File: config.mk
export PLATFORM = sky130hd
export DESIGN_NAME = fifo_width_converter_param
export DESIGN_NICKNAME = d
export VERILOG_FILES = /design/src/rtl/fifo_width_converter_param.sv
export SDC_FILE = /design/constraint.sdc
export NUM_CORES = 1
export LEC_CHECK = 0
export ABC_AREA = 1
export CAP_MARGIN = 20
export CELL_PAD_IN_SITES_DETAIL_PLACEMENT = 0
export CELL_PAD_IN_SITES_GLOBAL_PLACEMENT = 1
export CORE_ASPECT_RATIO = 1.1
export CORE_MARGIN = 3
export CORE_UTILIZATION = 30
export CTS_CLUSTER_DIAMETER = 80
export CTS_CLUSTER_SIZE = 24
export DETAILED_ROUTE_END_ITERATION = 6
export PLACE_DENSITY = 0.6
export SLEW_MARGIN = 30
export SYNTH_ARGS = -nofsm -noshare
export SYNTH_HDL_FRONTEND = slang
export SYNTH_SLANG_ARGS = --single-unit
File: constraint.sdc
create_clock -name clk_i -period 3.5 [get_ports clk_i]
set_clock_uncertainty 0.05 [all_clocks]
set_input_delay 0.7 -clock clk_i [delete_from_list [all_inputs] [get_ports clk_i]]
set_output_delay 0.7 -clock clk_i [all_outputs]
set_load 0.02 [all_outputs]
File: src/rtl/fifo_width_converter_param.sv
// fifo_width_converter_param: unit-granular FIFO with independent write/read word widths, occupancy counts, flush and error pulses.
module fifo_width_converter_param #(
  parameter int WR_WIDTH   = 8,
  parameter int RD_WIDTH   = 4,
  parameter int ADDR_WIDTH = 4
) (
  input  logic                  clk_i,
  input  logic                  reset_ni,
  input  logic                  flush_i,
  input  logic                  write_i,
  input  logic [WR_WIDTH-1:0]   write_data_i,
  input  logic                  read_i,
  output logic [RD_WIDTH-1:0]   read_data_o,
  output logic                  empty_o,
  output logic                  full_o,
  output logic [ADDR_WIDTH:0]   rd_avail_o,
  output logic [ADDR_WIDTH:0]   wr_free_o,
  output logic                  overflow_o,
  output logic                  underflow_o
);
  localparam int UNIT_W    = (WR_WIDTH < RD_WIDTH) ? WR_WIDTH : RD_WIDTH;
  localparam int MAX_W     = (WR_WIDTH < RD_WIDTH) ? RD_WIDTH : WR_WIDTH;
  localparam int DEPTH     = 2 ** ADDR_WIDTH;
  localparam int WR_RATIO  = WR_WIDTH / UNIT_W;
  localparam int RD_RATIO  = RD_WIDTH / UNIT_W;
  localparam int MAX_RATIO = MAX_W / UNIT_W;
  localparam int CW        = ADDR_WIDTH + 1;
  localparam int WR_SH     = $clog2(WR_RATIO);
  localparam int RD_SH     = $clog2(RD_RATIO);
  localparam logic [CW-1:0] DEPTH_C = CW'(DEPTH);
  localparam logic [CW-1:0] WR_C    = CW'(WR_RATIO);
  localparam logic [CW-1:0] RD_C    = CW'(RD_RATIO);
  if ((MAX_W % UNIT_W) != 0 || (MAX_RATIO & (MAX_RATIO - 1)) != 0 || DEPTH < 2 * MAX_RATIO) begin : g_illegal
    $error("fifo_width_converter_param: illegal WR_WIDTH/RD_WIDTH/ADDR_WIDTH combination");
  end
  logic [UNIT_W-1:0]     r_mem [DEPTH];
  logic [ADDR_WIDTH-1:0] r_wr_ptr, r_rd_ptr;
  logic [CW-1:0]         r_count;
  logic                  r_ovf, r_udf;
  logic                  w_wr_acc, w_rd_acc;
  logic [RD_WIDTH-1:0]   w_rd_word;
  assign empty_o     = r_count < RD_C;
  assign full_o      = (DEPTH_C - r_count) < WR_C;
  assign rd_avail_o  = r_count >> RD_SH;
  assign wr_free_o   = (DEPTH_C - r_count) >> WR_SH;
  assign overflow_o  = r_ovf;
  assign underflow_o = r_udf;
  assign w_wr_acc    = write_i && !full_o && !flush_i;
  assign w_rd_acc    = read_i && !empty_o && !flush_i;
  assign read_data_o = empty_o ? '0 : w_rd_word;
  for (genvar i = 0; i < RD_RATIO; i++) begin : g_rd
    assign w_rd_word[i*UNIT_W +: UNIT_W] = r_mem[r_rd_ptr + ADDR_WIDTH'(i)];
  end
  // Pointers stay ratio-aligned, so a multi-unit write never straddles the wrap.
  always_ff @(posedge clk_i) begin
    if (w_wr_acc)
      for (int i = 0; i < WR_RATIO; i++)
        r_mem[r_wr_ptr + ADDR_WIDTH'(i)] <= write_data_i[i*UNIT_W +: UNIT_W];
  end
  always_ff @(posedge clk_i or negedge reset_ni) begin
    if (!reset_ni) begin
      r_wr_ptr <= '0;
      r_rd_ptr <= '0;
      r_count  <= '0;
      r_ovf    <= 1'b0;
      r_udf    <= 1'b0;
    end else begin
      r_ovf <= write_i && full_o && !flush_i;
      r_udf <= read_i && empty_o && !flush_i;
      if (flush_i) begin
        r_wr_ptr <= '0;
        r_rd_ptr <= '0;
        r_count  <= '0;
      end else begin
        r_wr_ptr <= w_wr_acc ? r_wr_ptr + ADDR_WIDTH'(WR_RATIO) : r_wr_ptr;
        r_rd_ptr <= w_rd_acc ? r_rd_ptr + ADDR_WIDTH'(RD_RATIO) : r_rd_ptr;
        r_count  <= r_count + (w_wr_acc ? WR_C : '0) - (w_rd_acc ? RD_C : '0);
      end
    end
  end
endmodule

==> summary by stage, run 1 <==
Clock network
The maximum level of the CTS H-tree is 3. Clock-pin slew was measured on the worst setup and hold paths at about 0.060 ns. The number of buffers added for setup after CTS is 0.

The clock tree buffer depth is 2. The number of instances resized during post-cts repair is 0. The TritonCTS clock tree is done. The root buffer cell is clkbuf_16. For this design, the CTS-stage hold fixing added 0 buffers. The number of clock buffers added by TritonCTS is 9. CTS saw between 70 and 80 sinks. The later pin in the worst-skew pair is clocked with a latency of between 0.3 and 0.4 ns.

Setup path
STA classifies the critical path startpoint as a flip-flop. The required time reported for the critical path endpoint is 2.75 ns. The kind of end point of the critical path is an output port. The critical path is of the reg -> out type. The highest net fanout along the worst path is 13. The worst register-to-register path has a depth of 14. At the worst endpoint, the arrival time is 2.45 ns.

GRT
The wire length of the first global-routing pass is roughly 17,000 µm. The aggregate global routing overflow is 0. Across every metal layer, demand over resource in global routing totals between 10% and 20%. The initial antenna violation count came to 0.

The pin count of the biggest net entering global routing is 43. The via count of the first global-routing pass came to 3,107.

Drt
After detailed routing, the number of remaining DRC violations is 0. The first detailed-routing pass ran for 4 iterations. After detailed routing, the number of vias per cell comes to about 4.6. In the final routed layout, each cell accounts on average for around 16 µm. The total detailed-routing wirelength is between 10,000 and 15,000 µm. The count of nets left with antenna violations once routing finished came out at 0. The routed layout has 3,176 vias. In this run, the number of DRC markers left after iteration 0 of detailed routing was between 200 and 300.

Power and ir drop
Combinational logic is responsible for between 40% and 50% of the overall power. The internal power is roughly 2100 µW. The power per standard cell area is 698.4 nW/µm².

The fraction of power consumed by the clock network is 24.1%. The sequential power share is between 30 and 40%. The share of total power consumed by net switching is between 30% and 40%. Summed over all cells, the static leakage comes to about 0.0022 µW. Across the VDD grid, the largest voltage drop is between 200 and 300 µV.

For this design the total switching power over the nets is approximately 1300 µW.

Die
In this run the vertical extent of the chip is around 130 µm. The floorplan has 45 rows. The effective utilization at floorplan is between 30 and 40%. In this run the count of I/O pins placed on the die edge is 31. In this run the horizontal extent of the chip is around 120 µm.

The core area is ~14,000 µm². The die outline area is roughly 16,000 µm².

Run
The tool flagged a number of max-cap violations equal to 0.

Synth
The async set-or-reset flop fraction in the synthesized netlist is ~18%. The adder-cell share of the synthesized area is under 10%. The average size of a mapped cell is approximately 8.4 µm².

The commonest cells after synthesis are 190 x nand2_1, 64 x edfxtp_1, 41 x clkbuf_1. For this run, the leading register cell type out of synthesis is edfxtp_1. In this run, synthesis produced a sequential element count of 78. Counting distinct cell types in the post-synthesis netlist gives 27. Yosys attributes the largest share of cell area to edfxtp_1 45%, nand2_1 17%, dfrtp_1 8.1%.

After Yosys synthesis, XOR and XNOR cells account for less than 1% of the synthesized area. The Yosys step of the flow raised 0 warnings. The number of synthesized flops with an enable pin is 64. The most repeated cell in the gate-level netlist after synthesis is nand2_1. After synthesis, the largest area contributor takes up ~45% of total cell area.

The post-synthesis instance total is 513. The synthesized netlist devotes between 30% and 40% of its cell area to simple gates. After synthesis, flip-flops and latches occupy approximately 53% of the total area. The synthesized design spends more area on one cell type than any other, namely edfxtp_1. The dominant combinational cell family by area after synthesis is simple AND/OR/NAND/NOR gates.

The cell area after synthesis is roughly 4300 µm². The net count after synthesis is around 540. Multiplexer cells account for 0% of the synthesized area. The compound-cell area share of the yosys netlist is between 2 and 2.5%.

STA
The count of final hold-check violations is 0. Measured against its own limit, the worst slew margin works out to 37.87%. After routing, the total negative slack on setup checks comes to 0 ns. The final period demand of the worst path is 3.198 ns. Setup repair after global routing left no endpoint under its margin. The transition time at the pin with the least slew margin is slightly above 0.9 ns. The total setup violations reported at the end of the flow is 0. The worst slack on hold paths is between 0.5 and 0.6 ns. The maximum frequency from static timing analysis is about 0.31 GHz. The max-slew violation count was 0. The final worst-path cycle share is approximately 90%.

Hold path
The class of the tightest hold or removal check is reg -> reg. The worst hold path depth is 2.

Final layout
In the final layout, the multi-input gates occupy ~1600 µm². The antenna diode count is 0. The fraction of final layout cells sized beyond drive strength 1 is around 7.2%. Relative to the synthesized area, the layout overhead comes to 12.47%. The area occupied by registers is between 2000 and 2500 µm². The net count of the finished layout is roughly 520. The number of filler instances in the final layout is 1,487.

Run status
The run finished with clean final reports.

Placed design
The routability-driven placement congestion ratio is 0.7610. The total of buffers placed on input and output ports is 29. The sum of net half-perimeters after detailed placement is 7644 µm.
-- kinds of logic after synthesis --
family                   Yosys count
AO/OA/AOI/OAI                     19
XOR/XNOR                           2
adder cells (fa/ha/maj)           12
buffers and inverters            105
flip-flops                        78
other                              1
AND/OR/NAND/NOR                  296
-- metal layers --
layer / routed length, µm / vias up / track usage [%]
met2: 5083 / 64 / 22.27
met3: 367 / 11 / 2.876
met1: 5284 / 1483 / 19.76
li1: - / 1618 / -
met4: 124 / 0 / 4.219
met5: 0 / - / 0
-- layout by cell type (no fill, tap or decap), drive strengths merged --
| master | n |
|---|---|
| ha | 11 |
| nand4 | 34 |
| edfxtp | 64 |
| clkinv | 7 |
| nand3 | 39 |
| a21oi | 16 |
| buf | 4 |
| fa | 1 |
| o21ai | 3 |
| nor3 | 7 |
| nor2 | 25 |
| dfrtp | 14 |
| conb | 1 |
| clkdlybuf4s50 | 29 |
| nand2 | 191 |
| inv | 44 |
| clkinvlp | 1 |
| clkbuf | 10 |
| xor2 | 2 |
-- critical path: stages (launching register included) --
cell and delay [ns]:
dfrtp_1 0.67, inv_1 0.26, nand2_1 0.12, a21oi_1 0.05
nor2_1 0.22, nor3_1 0.07, nor2_1 0.11, clkdlybuf4s50_1 0.61
-- flip-flops by register name, indices dropped and copies added, names as in the netlist --
signal	count
overflow_o	1
r_wr_ptr	3
rd_avail_o	5
r_rd_ptr	4
r_mem	64
underflow_o	1
-- power by group through the flow --
stage	combinational (µW)	sequential [µW]	clock (µW)
CTS	1440	1160	832
global placement	1430	1170	0
detailed placement	1430	1170	0
floorplan	980	1180	0
finish	1410	1160	817
global route	1570	1170	876
-- final timing paths --
kind / slack, ns / end / from
min in group asynchronous: 0.75 / overflow_o$_DFF_PN0_ / reset_ni
min reg2reg: 0.51 / r_rd_ptr[3]$_DFFE_PN0P_ / r_rd_ptr[3]$_DFFE_PN0P_
max: 0.30 / read_data_o[0] / r_rd_ptr[1]$_DFFE_PN0P_
min: 0.51 / r_rd_ptr[3]$_DFFE_PN0P_ / r_rd_ptr[3]$_DFFE_PN0P_
max in group asynchronous: 2.20 / r_rd_ptr[0]$_DFFE_PN0P_ / reset_ni
max reg2reg: 0.78 / rd_avail_o[3]$_DFF_PN0_ / rd_avail_o[2]$_DFF_PN0_
-- final cells by class --
| class | count | area share, % |
|---|---|---|
| Multi-Input combinational cell | 330 | 32.85 |
| Clock buffer | 10 | 4.719 |
| Clock inverter | 6 | 0.5931 |
| Timing Repair Buffer | 33 | 6.601 |
| Inverter | 46 | 3.559 |
| Tap cell | 188 | 4.848 |
| Sequential cell | 78 | 46.83 |
-- through the flow --
stage / std cells / total power (µW) / setup slack (ns) / util, % / instance area [µm²]
finish: 691 / 3389 / 0.3023 / 34.75 / 4852
global route: 691 / 3615 / 0.1586 / 34.75 / 4852
CTS: 691 / 3430 / 0.2377 / 34.75 / 4852
detailed placement: 675 / 2608 / 0.6052 / 32.90 / 4594
global placement: 675 / 2609 / 0.6254 / 32.90 / 4594
floorplan: 513 / 2164 / 0.6790 / - / 4314
No activity file was read; power rests on OpenSTA's default activity.
==> run 2, diff against run 1 <==
DONT_BUFFER_PORTS = 1   (was not set)
PLACE_DENSITY = 0.57   (was 0.6)
==> run 2 against run 1 <==
  * Total power is 6.9% lower
  * Non-clock buffer count is 29 lower
  * Largest cell class unchanged
  * Critical endpoint is now full_o
  * Fmax increased by 7.1%
  * Critical path type unchanged
==> summary by stage, run 2 (synthesis gave the netlist of run 1 again) <==
Run status
The flow ran to the end, and the final reports show no timing, DRC or antenna violations.

Final layout
The net total in the final layout is 494 (-5.5%). The leading cell type in the layout, fill and taps excluded is nand2_1. Compared with the post-synthesis result, the final layout area differs by 6.148%. The final instance count without filler cells is 662 (-4.2%). The top cell types in the final layout, fill and taps aside, are 190 x nand2_1, 64 x edfxtp_1, 39 x inv_1. The antenna diode count is 0 (unchanged). The flip-flop count of the largest register, all copies and words added is 64 (unchanged). The register with the most flip-flops is r_mem. The fraction of final layout cells sized beyond drive strength 1 is 7.384% (+0.23 points).

The final core utilization came to 32.80% (-2.0 points). The design area is 4579 µm² (-5.6%).

Setup path
The critical path is of the reg -> out type. Among all stages on the critical path, the largest delay is contributed by dfrtp_1. The delay of the slowest cell on the worst path is 0.45 ns (-0.22 ns). The worst register-to-register path begins at rd_avail_o[0]$_DFF_PN0_. The most numerous cell type found on the critical path is nand2_1.

The data arrival time at the worst-slack endpoint is 2.24 ns (-0.21 ns). The highest net fanout along the worst path is 46 (+33). The required time reported for the critical path endpoint was 2.75 ns (about the same).

The setup slack on the worst flop-to-flop path was 0.83 ns (+0.05 ns). The worst register-to-register path ends at rd_avail_o[3]$_DFF_PN0_. The kind of end point of the critical path is an output port. The worst-case reg-to-reg path depth is 15 (+1). STA classifies the critical path startpoint as a flip-flop. Walking the worst path, the cells encountered are inv_1 > ha_1 > nand2_1 > nand2_1 > nand2_1 > inv_1 > nor2_1 > nand2_2 > buf_4 > inv_2.

STA
The final setup TNS was 0 ns (unchanged). The count of final hold-check violations was 0 (unchanged). The max-slew violation count was 0 (unchanged).

The remaining max-slew budget at the tightest pin is 50.62% (+13 points). The transition time at the pin with the least slew margin is 0.7382 ns (-0.1908 ns). The total setup violations reported at the end of the flow is 0 (unchanged). The maximum frequency from static timing analysis came to 0.3350 GHz (+7.1%). Setup repair after global routing left no endpoint under its margin. The final period demand of the worst path is 2.985 ns (-0.2126 ns). The final worst-path cycle share is 85.29% (-6.1 points).

GRT
The initial antenna violation count was 0 (unchanged). The wire length of the first global-routing pass is 17,030 µm (-1.5%). The global-route total usage across every layer is 14.04% (-0.11 points). The via count of the first global-routing pass is 3,043 (-2.1%). The pin count of the biggest net entering global routing is 47 (+9.3%). The aggregate global routing overflow came to 0 (unchanged).

Drt
The routed wire length per instance was 15.87 µm (+0.98%). The number of antenna-violating nets in the routed design came to 0 (unchanged). The remaining design rule violation count is 0 (unchanged). The detailed-routing iteration count for the pre-antenna-repair pass is 4 (unchanged).

The via total after detailed routing is 3,085 (-2.9%). The average via count per standard cell was 4.660 (+1.4%). The starting DRC count in detailed routing is 200 (-25%). The total detailed-routing wirelength is 10,500 µm (-3.3%).

Clock network
The clock tree buffer depth is 2 (unchanged). In this run the clock root is driven by a clkbuf_16. The maximum level of the CTS H-tree is 3 (unchanged). The number of hold-repair buffers added at the cts stage is 1 (+1).

The number of instances resized during post-cts repair was 0 (unchanged). The number of buffers created by CTS came to 9 (unchanged). The clock insertion delay at the later pin of the skew report is 0.34 ns (about the same). The number of clock sinks seen by CTS is 78 (unchanged). TritonCTS built the clock tree.

The number of buffers added for setup after CTS came to 0 (unchanged). The clock transition time at the flip-flop clock pins of the worst setup and hold paths is 0.06 ns (about the same).

Power and ir drop
The maximum resistive drop on vdd is 365.0 µV (+27%). The power per standard cell area came to 688.9 nW/µm² (-1.4%). The overall power was 3155 µW (-6.9%). The total leakage power is 0.002104 µW (-4.6%).

Die
The die span in x is 120.3 µm (unchanged). The die extent in y is 131.8 µm (unchanged). The count of standard-cell rows is 45 (unchanged).

The effective utilization at floorplan was 30.90% (unchanged). The die outline area came to 15,860 µm² (unchanged). The number of ports placed on the die boundary is 31 (unchanged). The core area came to 13,960 µm² (unchanged).

Hold path
The worst hold path depth came to 1 (-1). In this run the most critical hold path is launched from flush_i. In this run the worst hold path is classified as in -> reg. The end point of the worst hold path is rd_avail_o[0]$_DFF_PN0_.

Placed design
The number of cells after detailed placement came to 645 (-4.4%). The sum of net half-perimeters after detailed placement is 7425 µm (-2.9%). The placed instance area is 4297 µm² (-6.5%). The total of buffers placed on input and output ports came to 0 (-100%).

The routability-driven placement congestion ratio is 0.7721 (+1.5%).

Run
The number of max-cap violations is 0 (unchanged).
-- run 2: cell count changes in the layout (fill, tap and decap cells not counted), sizes merged --
cell | before | now
clkdlybuf4s50 | 29 | 0
clkbuf | 10 | 15
clkinv | 7 | 3
buf | 4 | 3
clkinvlp | 1 | 0
dlygate4sd3 | 0 | 1
-- run 2: where the power goes --
group,leakage [µW],switching [µW],internal [µW]
logic,0.00120,804,286
clock network,0.000134,356,519
registers,0.000766,98.3,1090
total,0.00210,1260,1900
-- run 2: critical path, delay by kind of cell (launching register included) --
kind	cells	cell delay [ns]
and+or+nand+nor	5	0.30
DFF	1	0.45
buffers and inverters	4	0.89
adders and majority gates	1	0.23
-- run 2: layer usage --
metal  track usage [%]  part of all wire [%]  up-vias
li1                  -                     -     1567
met1             18.29                    47     1457
met2             22.06                    46       47
met3             4.163                   4.7       14
met4             5.416                   1.7        0
met5                 0                     0        -
-- run 2: area by class of cell --
type	count	area, µm²
multi-input combinational	330	1594
sequential	78	2272
clock inverter	1	5.005
timing repair buffer	4	32.53
fill	1529	9384
clock buffer	15	267.8
inverter	46	172.7
tap	188	235.2
-- run 2: per-stage QoR --
stage                     hold WS, ns  setup WS [ns]
final                          0.3659         0.5149
after global routing           0.3444         0.3153
after floorplan                0.3544         0.6790
after detailed placement       0.3548         0.8185
after global placement         0.3548         0.8210
after CTS                      0.3497         0.4748
-- run 2: worst max path at each step --
stage                                       start                      end  slack [ns]  cells past startpoint
final                     rd_avail_o[0]$_DFF_PN0_                   full_o        0.51                     10
after CTS                 rd_avail_o[0]$_DFF_PN0_                   full_o        0.47                     10
after global placement    rd_avail_o[2]$_DFF_PN0_  rd_avail_o[3]$_DFF_PN0_        0.82                     14
after global routing      rd_avail_o[2]$_DFF_PN0_                   full_o        0.32                      9
after detailed placement  rd_avail_o[2]$_DFF_PN0_  rd_avail_o[3]$_DFF_PN0_        0.82                     14
after floorplan           rd_avail_o[2]$_DFF_PN0_  rd_avail_o[3]$_DFF_PN0_        0.68                     16
